--- src/rtl/commit_trace_pkg.sv ---
// Shared types for the commit trace monitor: FSM states, stop causes and the trace entry payload.
package commit_trace_pkg;

  localparam int unsigned TRACE_XLEN = 32;
  localparam int unsigned REG_AW     = 5;

  typedef enum logic [1:0] {
    ST_RUN     = 2'd0,
    ST_STOPPED = 2'd1,
    ST_DUMP    = 2'd2,
    ST_DONE    = 2'd3
  } state_e;

  typedef enum logic [1:0] {
    CAUSE_NONE    = 2'd0,
    CAUSE_HALT    = 2'd1,
    CAUSE_TIMEOUT = 2'd2,
    CAUSE_FORCED  = 2'd3
  } stop_cause_e;

  typedef struct packed {
    logic [TRACE_XLEN-1:0] pc;
    logic [REG_AW-1:0]     rd_addr;
    logic [TRACE_XLEN-1:0] rd_data;
    logic                  wren;
  } trace_entry_t;

endpackage

--- src/rtl/commit_trace_monitor_ring_buf.sv ---
// Circular trace storage: overwrite-oldest write port, saturating count, registered read port.
module trace_ring_buf
  import commit_trace_pkg::*;
#(
  parameter int unsigned DEPTH = 16
) (
  input  logic                     i_clk,
  input  logic                     i_rst_n,
  input  logic                     i_clear,
  input  logic                     i_wr_en,
  input  trace_entry_t             i_wr_entry,
  input  logic                     i_rd_start,
  input  logic                     i_rd_next,
  output trace_entry_t             o_rd_entry,
  output logic [$clog2(DEPTH):0]   o_count
);

  localparam int unsigned AW = $clog2(DEPTH);
  localparam int unsigned CW = AW + 1;

  trace_entry_t          mem [DEPTH];
  logic [AW-1:0]         wr_ptr;
  logic [AW-1:0]         base;
  logic [AW-1:0]         rd_ptr;
  logic [AW-1:0]         rd_ptr_nxt;
  logic [CW-1:0]         count;
  trace_entry_t          rd_q;

  // Read pointer restarts at the oldest entry and steps one per accepted transfer.
  always_comb begin
    rd_ptr_nxt = rd_ptr;
    if (i_clear)         rd_ptr_nxt = '0;
    else if (i_rd_start) rd_ptr_nxt = base;
    else if (i_rd_next)  rd_ptr_nxt = rd_ptr + AW'(1);
  end

  always_ff @(posedge i_clk) begin
    if (i_wr_en && !i_clear) mem[wr_ptr] <= i_wr_entry;
  end

  always_ff @(posedge i_clk or negedge i_rst_n) begin
    if (!i_rst_n) begin
      wr_ptr <= '0;
      base   <= '0;
      rd_ptr <= '0;
      count  <= '0;
      rd_q   <= '0;
    end else begin
      rd_ptr <= rd_ptr_nxt;
      rd_q   <= mem[rd_ptr_nxt];
      if (i_clear) begin
        wr_ptr <= '0;
        base   <= '0;
        count  <= '0;
        rd_q   <= '0;
      end else if (i_wr_en) begin
        wr_ptr <= wr_ptr + AW'(1);
        // Full ring: the oldest slot is the one being overwritten.
        if (count != CW'(DEPTH)) count <= count + CW'(1);
        else                     base  <= base + AW'(1);
      end
    end
  end

  assign o_rd_entry = rd_q;
  assign o_count    = count;

endmodule

--- src/rtl/commit_trace_monitor.sv ---
// Commit-stream trace monitor: capture in RUN, stop on halt/timeout/force, then stream oldest-first.
// Build option TRACE_FILTER_EN: record only commits that write a non-zero destination register.
module commit_trace_monitor
  import commit_trace_pkg::*;
#(
  parameter int unsigned DEPTH       = 16,
  parameter int unsigned HALT_CYCLES = 8,
  parameter int unsigned MAX_CYCLES  = 1000,
  parameter int unsigned XLEN        = 32
) (
  input  logic                   i_clk,
  input  logic                   i_rst_n,
  input  logic [XLEN-1:0]        i_pc,
  input  logic                   i_insn_vld,
  input  logic                   i_rd_wren,
  input  logic [4:0]             i_rd_addr,
  input  logic [XLEN-1:0]        i_rd_data,
  input  logic                   i_dump_start,
  input  logic                   i_clear,
  input  logic                   i_rd_rdy,
  output logic                   o_rd_vld,
  output logic [XLEN-1:0]        o_trace_pc,
  output logic [4:0]             o_trace_rd_addr,
  output logic [XLEN-1:0]        o_trace_rd_data,
  output logic                   o_trace_wren,
  output logic                   o_stopped,
  output logic [1:0]             o_stop_cause,
  output logic [31:0]            o_cycle_cnt,
  output logic [$clog2(DEPTH):0] o_entry_cnt,
  output logic                   o_dump_done
);

  localparam int unsigned CW = $clog2(DEPTH) + 1;
  localparam int unsigned SW = $clog2(HALT_CYCLES + 1);

  state_e        state, state_nxt;
  stop_cause_e   cause, cause_nxt;
  logic [31:0]   cycle_cnt, cycle_nxt;
  logic [XLEN-1:0] last_pc, last_pc_nxt;
  logic [SW-1:0] stall_cnt, stall_nxt;
  logic [CW-1:0] dump_left, dump_left_nxt, entry_cnt;
  logic          primed, primed_nxt;
  logic          rd_vld_q, rd_vld_nxt;
  logic          dump_done_q, dump_done_nxt;
  logic          stopped_q, stopped_nxt;
  logic          capture_c, wr_en_c, rd_start_c, rd_next_c;
  trace_entry_t  wr_entry, rd_entry;

`ifdef TRACE_FILTER_EN
  assign capture_c = i_insn_vld && i_rd_wren && (i_rd_addr != 5'd0);
`else
  assign capture_c = i_insn_vld;
`endif

  assign wr_entry = '{pc: TRACE_XLEN'(i_pc), rd_addr: i_rd_addr,
                      rd_data: TRACE_XLEN'(i_rd_data), wren: i_rd_wren};

  trace_ring_buf #(.DEPTH(DEPTH)) u_ring (
    .i_clk      (i_clk),
    .i_rst_n    (i_rst_n),
    .i_clear    (i_clear),
    .i_wr_en    (wr_en_c),
    .i_wr_entry (wr_entry),
    .i_rd_start (rd_start_c),
    .i_rd_next  (rd_next_c),
    .o_rd_entry (rd_entry),
    .o_count    (entry_cnt)
  );

  // Next-state, halt/timeout detection and dump sequencing.
  always_comb begin
    state_nxt     = state;
    cause_nxt     = cause;
    cycle_nxt     = cycle_cnt;
    last_pc_nxt   = last_pc;
    stall_nxt     = stall_cnt;
    dump_left_nxt = dump_left;
    primed_nxt    = primed;
    wr_en_c       = 1'b0;
    rd_start_c    = 1'b0;
    rd_next_c     = 1'b0;
    rd_vld_nxt    = 1'b0;
    dump_done_nxt = 1'b0;
    stopped_nxt   = 1'b0;
    if (i_clear) begin
      state_nxt     = ST_RUN;
      cause_nxt     = CAUSE_NONE;
      cycle_nxt     = '0;
      last_pc_nxt   = '0;
      stall_nxt     = '0;
      dump_left_nxt = '0;
      primed_nxt    = 1'b0;
    end else begin
      unique case (state)
        ST_RUN: begin
          cycle_nxt = cycle_cnt + 32'd1;
          wr_en_c   = capture_c;
          if (i_insn_vld) begin
            last_pc_nxt = i_pc;
            stall_nxt   = (i_pc == last_pc) ? stall_cnt + SW'(1) : SW'(1);
          end
          if (i_dump_start) begin
            state_nxt  = ST_DUMP;
            cause_nxt  = CAUSE_FORCED;
            primed_nxt = 1'b0;
          end else if (i_insn_vld && (stall_nxt == SW'(HALT_CYCLES))) begin
            state_nxt = ST_STOPPED;
            cause_nxt = CAUSE_HALT;
          end else if (cycle_nxt == 32'(MAX_CYCLES)) begin
            state_nxt = ST_STOPPED;
            cause_nxt = CAUSE_TIMEOUT;
          end
        end
        ST_STOPPED: begin
          if (i_dump_start) begin
            state_nxt  = ST_DUMP;
            primed_nxt = 1'b0;
          end
        end
        ST_DUMP: begin
          // First DUMP cycle loads the oldest entry; buffer contents are settled by then.
          if (!primed) begin
            primed_nxt    = 1'b1;
            rd_start_c    = 1'b1;
            dump_left_nxt = entry_cnt;
            if (entry_cnt == '0) state_nxt = ST_DONE;
          end else if (rd_vld_q && i_rd_rdy) begin
            rd_next_c     = 1'b1;
            dump_left_nxt = dump_left - CW'(1);
            if (dump_left == CW'(1)) state_nxt = ST_DONE;
          end
        end
        ST_DONE: begin
        end
        default: state_nxt = ST_RUN;
      endcase
    end
    rd_vld_nxt    = (state_nxt == ST_DUMP) && primed_nxt && (dump_left_nxt != '0);
    dump_done_nxt = (state_nxt == ST_DONE);
    stopped_nxt   = (state_nxt != ST_RUN);
  end

  always_ff @(posedge i_clk or negedge i_rst_n) begin
    if (!i_rst_n) begin
      state       <= ST_RUN;
      cause       <= CAUSE_NONE;
      cycle_cnt   <= '0;
      last_pc     <= '0;
      stall_cnt   <= '0;
      dump_left   <= '0;
      primed      <= 1'b0;
      rd_vld_q    <= 1'b0;
      dump_done_q <= 1'b0;
      stopped_q   <= 1'b0;
    end else begin
      state       <= state_nxt;
      cause       <= cause_nxt;
      cycle_cnt   <= cycle_nxt;
      last_pc     <= last_pc_nxt;
      stall_cnt   <= stall_nxt;
      dump_left   <= dump_left_nxt;
      primed      <= primed_nxt;
      rd_vld_q    <= rd_vld_nxt;
      dump_done_q <= dump_done_nxt;
      stopped_q   <= stopped_nxt;
    end
  end

  assign o_rd_vld        = rd_vld_q;
  assign o_dump_done     = dump_done_q;
  assign o_stopped       = stopped_q;
  assign o_stop_cause    = cause;
  assign o_cycle_cnt     = cycle_cnt;
  assign o_entry_cnt     = entry_cnt;
  assign o_trace_pc      = XLEN'(rd_entry.pc);
  assign o_trace_rd_addr = rd_entry.rd_addr;
  assign o_trace_rd_data = XLEN'(rd_entry.rd_data);
  assign o_trace_wren    = rd_entry.wren;

endmodule

--- config.mk ---
export PLATFORM = sky130hd
export DESIGN_NAME = commit_trace_monitor
export DESIGN_NICKNAME = d
export VERILOG_FILES = /design/src/rtl/commit_trace_pkg.sv /design/src/rtl/commit_trace_monitor_ring_buf.sv /design/src/rtl/commit_trace_monitor.sv
export SDC_FILE = /design/constraint.sdc
export NUM_CORES = 2
export LEC_CHECK = 0
export BUFFER_PORTS_ARGS = -buffer_cell sky130_fd_sc_hd__buf_2
export CORE_MARGIN = 5
export CORE_UTILIZATION = 55
export DETAILED_ROUTE_END_ITERATION = 8
export PLACE_DENSITY = 0.75
export SKIP_CTS_REPAIR_TIMING = 1
export SYNTH_ARGS = -nofsm -noshare
export SYNTH_HDL_FRONTEND = slang
export SYNTH_SLANG_ARGS = --single-unit
--- constraint.sdc ---
create_clock -name i_clk -period 6.7 [get_ports i_clk]
set_input_delay 1.005 -clock i_clk [delete_from_list [all_inputs] [get_ports i_clk]]
set_output_delay 1.005 -clock i_clk [all_outputs]
set_load 0.02 [all_outputs]
# Word-level counts from Yosys, hierarchy flattened
# Memories as Yosys holds them, arrays and structs flattened.
# Cells that the tools add are included.
# classes
mux,56
add_sub_neg,7
reduce_logical,20
eq_ne,10
# op_table
operator,n
$mux W32,5
$mux W70,1
$mux W4,14
$mux W5,7
$add A32 B1 Y32 const B,1
$eq A32 B10 Y1 const B,1
$eq A32 B32 Y1,1
$mux W2,14
$add A4 B1 Y4 const B,4
$mux W1,13
$reduce_bool A2 Y1,5
$reduce_and A2 Y1,4
$eq A2 B2 Y1 const B,3
$pmux W2 S3,1
$add A5 B1 Y5 const B,1
$eq A5 B1 Y1 const B,1
$logic_and A1 B1 Y1,5
$logic_not A5 Y1,1
$ne A5 B5 Y1 const B,1
$reduce_bool A5 Y1,1
$sub A5 B1 Y5 const B,1
$eq A4 B4 Y1 const B,1
$reduce_bool A4 Y1,1
$eq A2 B1 Y1 const B,1
other kinds (5),5
# totals
inputBits,76
n_memories,1
elab_cells,112
ram_bits,1120
out_inout_bits,112
register_bits,168
# mem_list
name,depth,word_bits,read_ports,rd_ports_with_merged_regs,wr,line_no,rtl
u_ring.mem,16,70,1,0,1,commit_trace_monitor_ring_buf.sv:21,trace_entry_t mem [DEPTH];

# Logic depth before layout (Yosys ltp)
# logic_depth
ltp_word,14
mapped_depth,13
depth_no_buf,9

# Modules after synthesis
# From an unflattened synthesis, not the netlist that was laid out.
# unflattened
cells_unflattened,3273
area_unflattened_um2,52560.4
# modules_own_cells
module,seq_area_each_um2,area_per_inst_um2,cells_per_inst,instances
trace_ring_buf,35809.3,47824.6,2712,1
commit_trace_monitor,2026.9,4735.8,561,1

# Least setup slack after synthesis
# OpenSTA, ideal clock, no wires.
# synth_path
path_kind,input to register
start,input port i_clear
end,"memory u_ring.mem[11][0] in the netlist's numbering, enable pin"
required_time_ns,6.101
setup_ns,0.599
setup_slack_ns,-0.635
stages,5
t_arrival_ns,6.736
path_buffers,2
path_cell_list,clkbuf_1 > clkbuf_1 > nor2_1 > nand2_1 > nor3b_1
# synth_via
elab_chain_cells,4
word_cells_on_any_way,5
cone_classes,mux: 3; reduce/logical: 2
# synth_lines
item,line_no,rtl
from (decl),commit_trace_monitor.sv:19,"input logic i_clear,"
$mux W1 or $logic_not A1 Y1 (tied branches),"commit_trace_monitor.sv:85, commit_trace_monitor_ring_buf.sv:38",
$logic_and A1 B1 Y1 (*),commit_trace_monitor_ring_buf.sv:38,if (i_wr_en && !i_clear) mem[wr_ptr] <= i_wr_entry;
$mux W1 (*),commit_trace_monitor_ring_buf.sv:38,
$mux W1 (implied by the code) (*),commit_trace_monitor_ring_buf.sv:38,
to (decl),commit_trace_monitor_ring_buf.sv:21,
# Every way passes the cells marked *; elsewhere a longest branch is shown, timed or not.

# Worst setup path in the final report
# layout_path
start,input port i_clear
end,"register u_ring.rd_q, in the netlist u_ring.o_rd_entry[42]"
# layout_via
elab_chain_cells,6
word_cells_on_any_way,7
cone_classes,mux: 6; memory: 1
# layout_lines
item,line_no,rtl
$mux W1,commit_trace_monitor.sv:85,if (i_clear) begin
$mux W4,commit_trace_monitor_ring_buf.sv:34,else if (i_rd_next) rd_ptr_nxt = rd_ptr + AW'(1);
$mux W4,commit_trace_monitor_ring_buf.sv:33,else if (i_rd_start) rd_ptr_nxt = base;
$mux W4,commit_trace_monitor_ring_buf.sv:32,if (i_clear) rd_ptr_nxt = '0;
$mem_v2 Z16 W70,-,
$mux W70 (*),commit_trace_monitor_ring_buf.sv:51,if (i_clear) begin
to (signal assigned),commit_trace_monitor_ring_buf.sv:50,rd_q <= mem[rd_ptr_nxt];
to (decl),commit_trace_monitor_ring_buf.sv:27,trace_entry_t rd_q;
# Marked as above.
# A chain may end at the register's enable or synchronous reset.

==> impl_metrics.tcl <==
set metrics [dict create \
    drive_gt1_share_pct 16.8 \
    antenna_found_initial 17 \
    syn_avg_cell_area_sq_um 15.6 \
    hold_viol 0 \
    max_freq_mhz 245 \
    synthTopCellsByArea "edfxtp_1 67%, dfrtp_1 8.4%, mux4_2 6.3%" \
    dpl.hpwl_um 59900 \
    synth_enable_flop_cells 1120 \
    ys_warn_count 0 \
    fp.dieArea_sq_mm 0.0972 \
    arrival_ns 4.71 \
    rsz0062_at_grt "false" \
    crit_path_start_kind "input port" \
    crit_fanout 77 \
    h-tree-depth 3 \
    drt_first_pass_iters 6 \
    synth_mux_area_share_pct 6.42 \
    syn-cell-area_sq_mm 0.0501 \
    maxSlewHeadroom_pct 25.0 \
    power.total_mw 16.5 \
    max-clock-path-buffers 3 \
    synth-compound-area-share_pct 3.73 \
    vias 28981 \
    pwr-share-seq_pct 54.1 \
    end_kind "flop" \
    setup_viol 0 \
    cts_made_buffers 121 \
    dp_cells 4424 \
    switching_share_pct 21.9 \
    cp.buffers_inverters 3 \
    hold_ws_ns 0.223 \
    synth-xor-area-share_pct 1.43 \
    grt.overflow.total 0 \
    clock_sinks 1288 \
    synth_area_leader_cell "edfxtp_1" \
    status "finished, final reports clean" \
    syn2layout_area_growth_pct 12.0 \
    rows 110 \
    fillers 6207 \
    root_buffer "clkbuf_16" \
    grt_max_degree 111 \
    path_common_cell "buf_4" \
    place_congestion 0.793 \
    clk_latency_ns 0.72 \
    drt-total-wl_um 119000 \
    grt.total_usage_pct 24.2 \
    synth_top_area_share_pct 67.2 \
    powerDensity_mw_per_mm2 294 \
    core_area_sq_mm 0.0901 \
    internal_power_mw 12.9 \
    synth_cells 3207 \
    io_buffer_count 187 \
    ant_nets 0 \
    ir_drop_mv 0.215 \
    grt_pass1_wl_um 179000 \
    critPathRequiredTime_ns 7.33 \
    yosys.area_share.simple_pct 10.7 \
    cts.reportedPaths.clkPinSlew_ns 0.06 \
    final_max_slew_viol_count 0 \
    fin_nets 3459 \
    start_util_pct 55.5 \
    synth.most_common_cell "edfxtp_1" \
    max_stage_delay_ns 0.91 \
    cts_tree "built" \
    synthArstFlopShare_pct 13.0 \
    finalCriticalPeriod_ns 4.09 \
    grt_pass1_vias 28928 \
    cap_violations 0 \
    worstPathCellList "buf_4 > nand2b_1 > o22a_4 > buf_4 > buf_4 > nand2_1 > nand3_1 > a32oi_1 > nand2_1" \
    synth_top_family_by_area "simple AND/OR/NAND/NOR gates" \
    worst_pin_slew_ns 1.13 \
    min_period_over_period_pct 61.0 \
    multiInputGateArea_sq_mm 0.0114 \
    synthFlopType "edfxtp_1" \
    ios 188 \
    ys_types 55 \
    seq_area_sq_mm 0.0378 \
    via_per_inst 6.22 \
    slowest_stage "buf_4" \
    finClkSkew_ns 0.0572 \
    worstSetupPathType "input port to flop" \
    synth_common_cells "1,120 x edfxtp_1, 733 x nand2_1, 305 x nand3_1, 168 x dfrtp_1" \
    synth-seq-cells 1288 \
    die_h_um 312 \
    syn_nets 3295 \
    synthAdderAreaFrac_pct 0.300 \
    min_path_type "input port to asynchronous set/reset pin" \
    critPathTopFamily "buffers and inverters" \
    p_clk_share_pct 40.5 \
    rrSetupSlack_ns 2.64 \
    wl_per_cell_um 25.6 \
    ys_seq_area_share_pct 75.6 \
    p_leak_nw 19.3 \
    remaining_drc_errors 0 \
    finalNonFillerCells 4663 \
    die_w_um 312 \
    p_switching_mw 3.62 \
    power_frac_comb_pct 5.5 \
    drt-initial-drc-count 3682 \
]
## kinds of logic after synthesis
family                   after synthesis
flip-flops                          1288
AND/OR/NAND/NOR                     1228
AO/OA/AOI/OAI                        246
buffers and inverters                205
multiplexers                         146
XOR/XNOR                              82
adder cells (fa/ha/maj)               12
## path summary, 6_finish.rpt
path | from | to | cells after the start
setup / recovery | i_clear | u_ring.o_rd_entry[42] | 9
hold / removal | i_rst_n | o_cycle_cnt[28] | 1
setup reg to reg | state[1] | u_ring.o_rd_entry[42] | 9
hold reg to reg | last_pc[23] | last_pc[23] | 2
max in group asynchronous | i_rst_n | u_ring.o_rd_entry[61] | 2
min in group i_clk | last_pc[23] | last_pc[23] | 2
## final cells by class
type	instances	area share [%]
well taps	1176	2.62
flip-flops and latches	1288	67.5
inverters	12	0.103
repair buffers	234	2.43
diodes	14	0.0625
multi-input cells	1714	20.4
clock buffers	164	5.90
clock inverters	61	1.04
## metrics by stage
| stage | util (%) | instance area (sq um) | setup slack [ns] | TNS (ns) |
|---|---|---|---|---|
| after floorplan | - | 50100 | -0.635 | -104.66 |
| after global placement | 57.8 | 52100 | 2.12 | 0 |
| after detailed placement | 57.8 | 52100 | 1.99 | 0 |
| after CTS | 62.2 | 56000 | 2.69 | 0 |
| after global routing | 62.2 | 56000 | 2.41 | 0 |
| final | 62.2 | 56100 | 2.61 | 0 |
## layer usage
layer | global-route usage (%) | wire, um | vias up
met5 | 0 | 28 | -
met4 | 7.31 | 3330 | 6
met3 | 5.48 | 12200 | 208
met2 | 39.1 | 57800 | 1622
met1 | 33.6 | 45900 | 14638
li1 | - | - | 12507
## registers in the layout, summed over array words and instances (netlist names), 2 cells and up
register	count
u_ring.mem	1120
u_ring.o_rd_entry	70
last_pc	32
o_cycle_cnt	32
dump_left	5
u_ring.o_count	5
stall_cnt	4
u_ring.base	4
u_ring.rd_ptr	4
u_ring.wr_ptr	4
o_stop_cause	2
state	2
## power by group through the flow
stage / clock (mW) / sequential, mW / combinational, mW
final: 6.68 / 8.92 / 0.903
after global routing: 7.09 / 8.93 / 0.966
after CTS: 6.74 / 8.92 / 0.906
after detailed placement: 0 / 9.09 / 0.901
after global placement: 0 / 9.09 / 0.886
after floorplan: 0 / 9.15 / 0.395
## cell usage in the layout, fill, tap and decap left out, drive strengths merged, types with 7 or more instances in the layout
cell type  instances
a21oi             55
a31oi              8
a32oi            140
and2              18
and3              12
buf              234
bufinv             8
clkbuf           164
clkinv            46
dfrtp            168
diode             14
edfxtp          1120
ha                12
inv               16
mux4             140
nand2            733
nand2b             7
nand3            305
nand4             24
nor2              65
nor3              23
nor4               9
o21ai             13
or3               10
xnor2             54
xor2              28
Power figures use the tool's default switching activity.
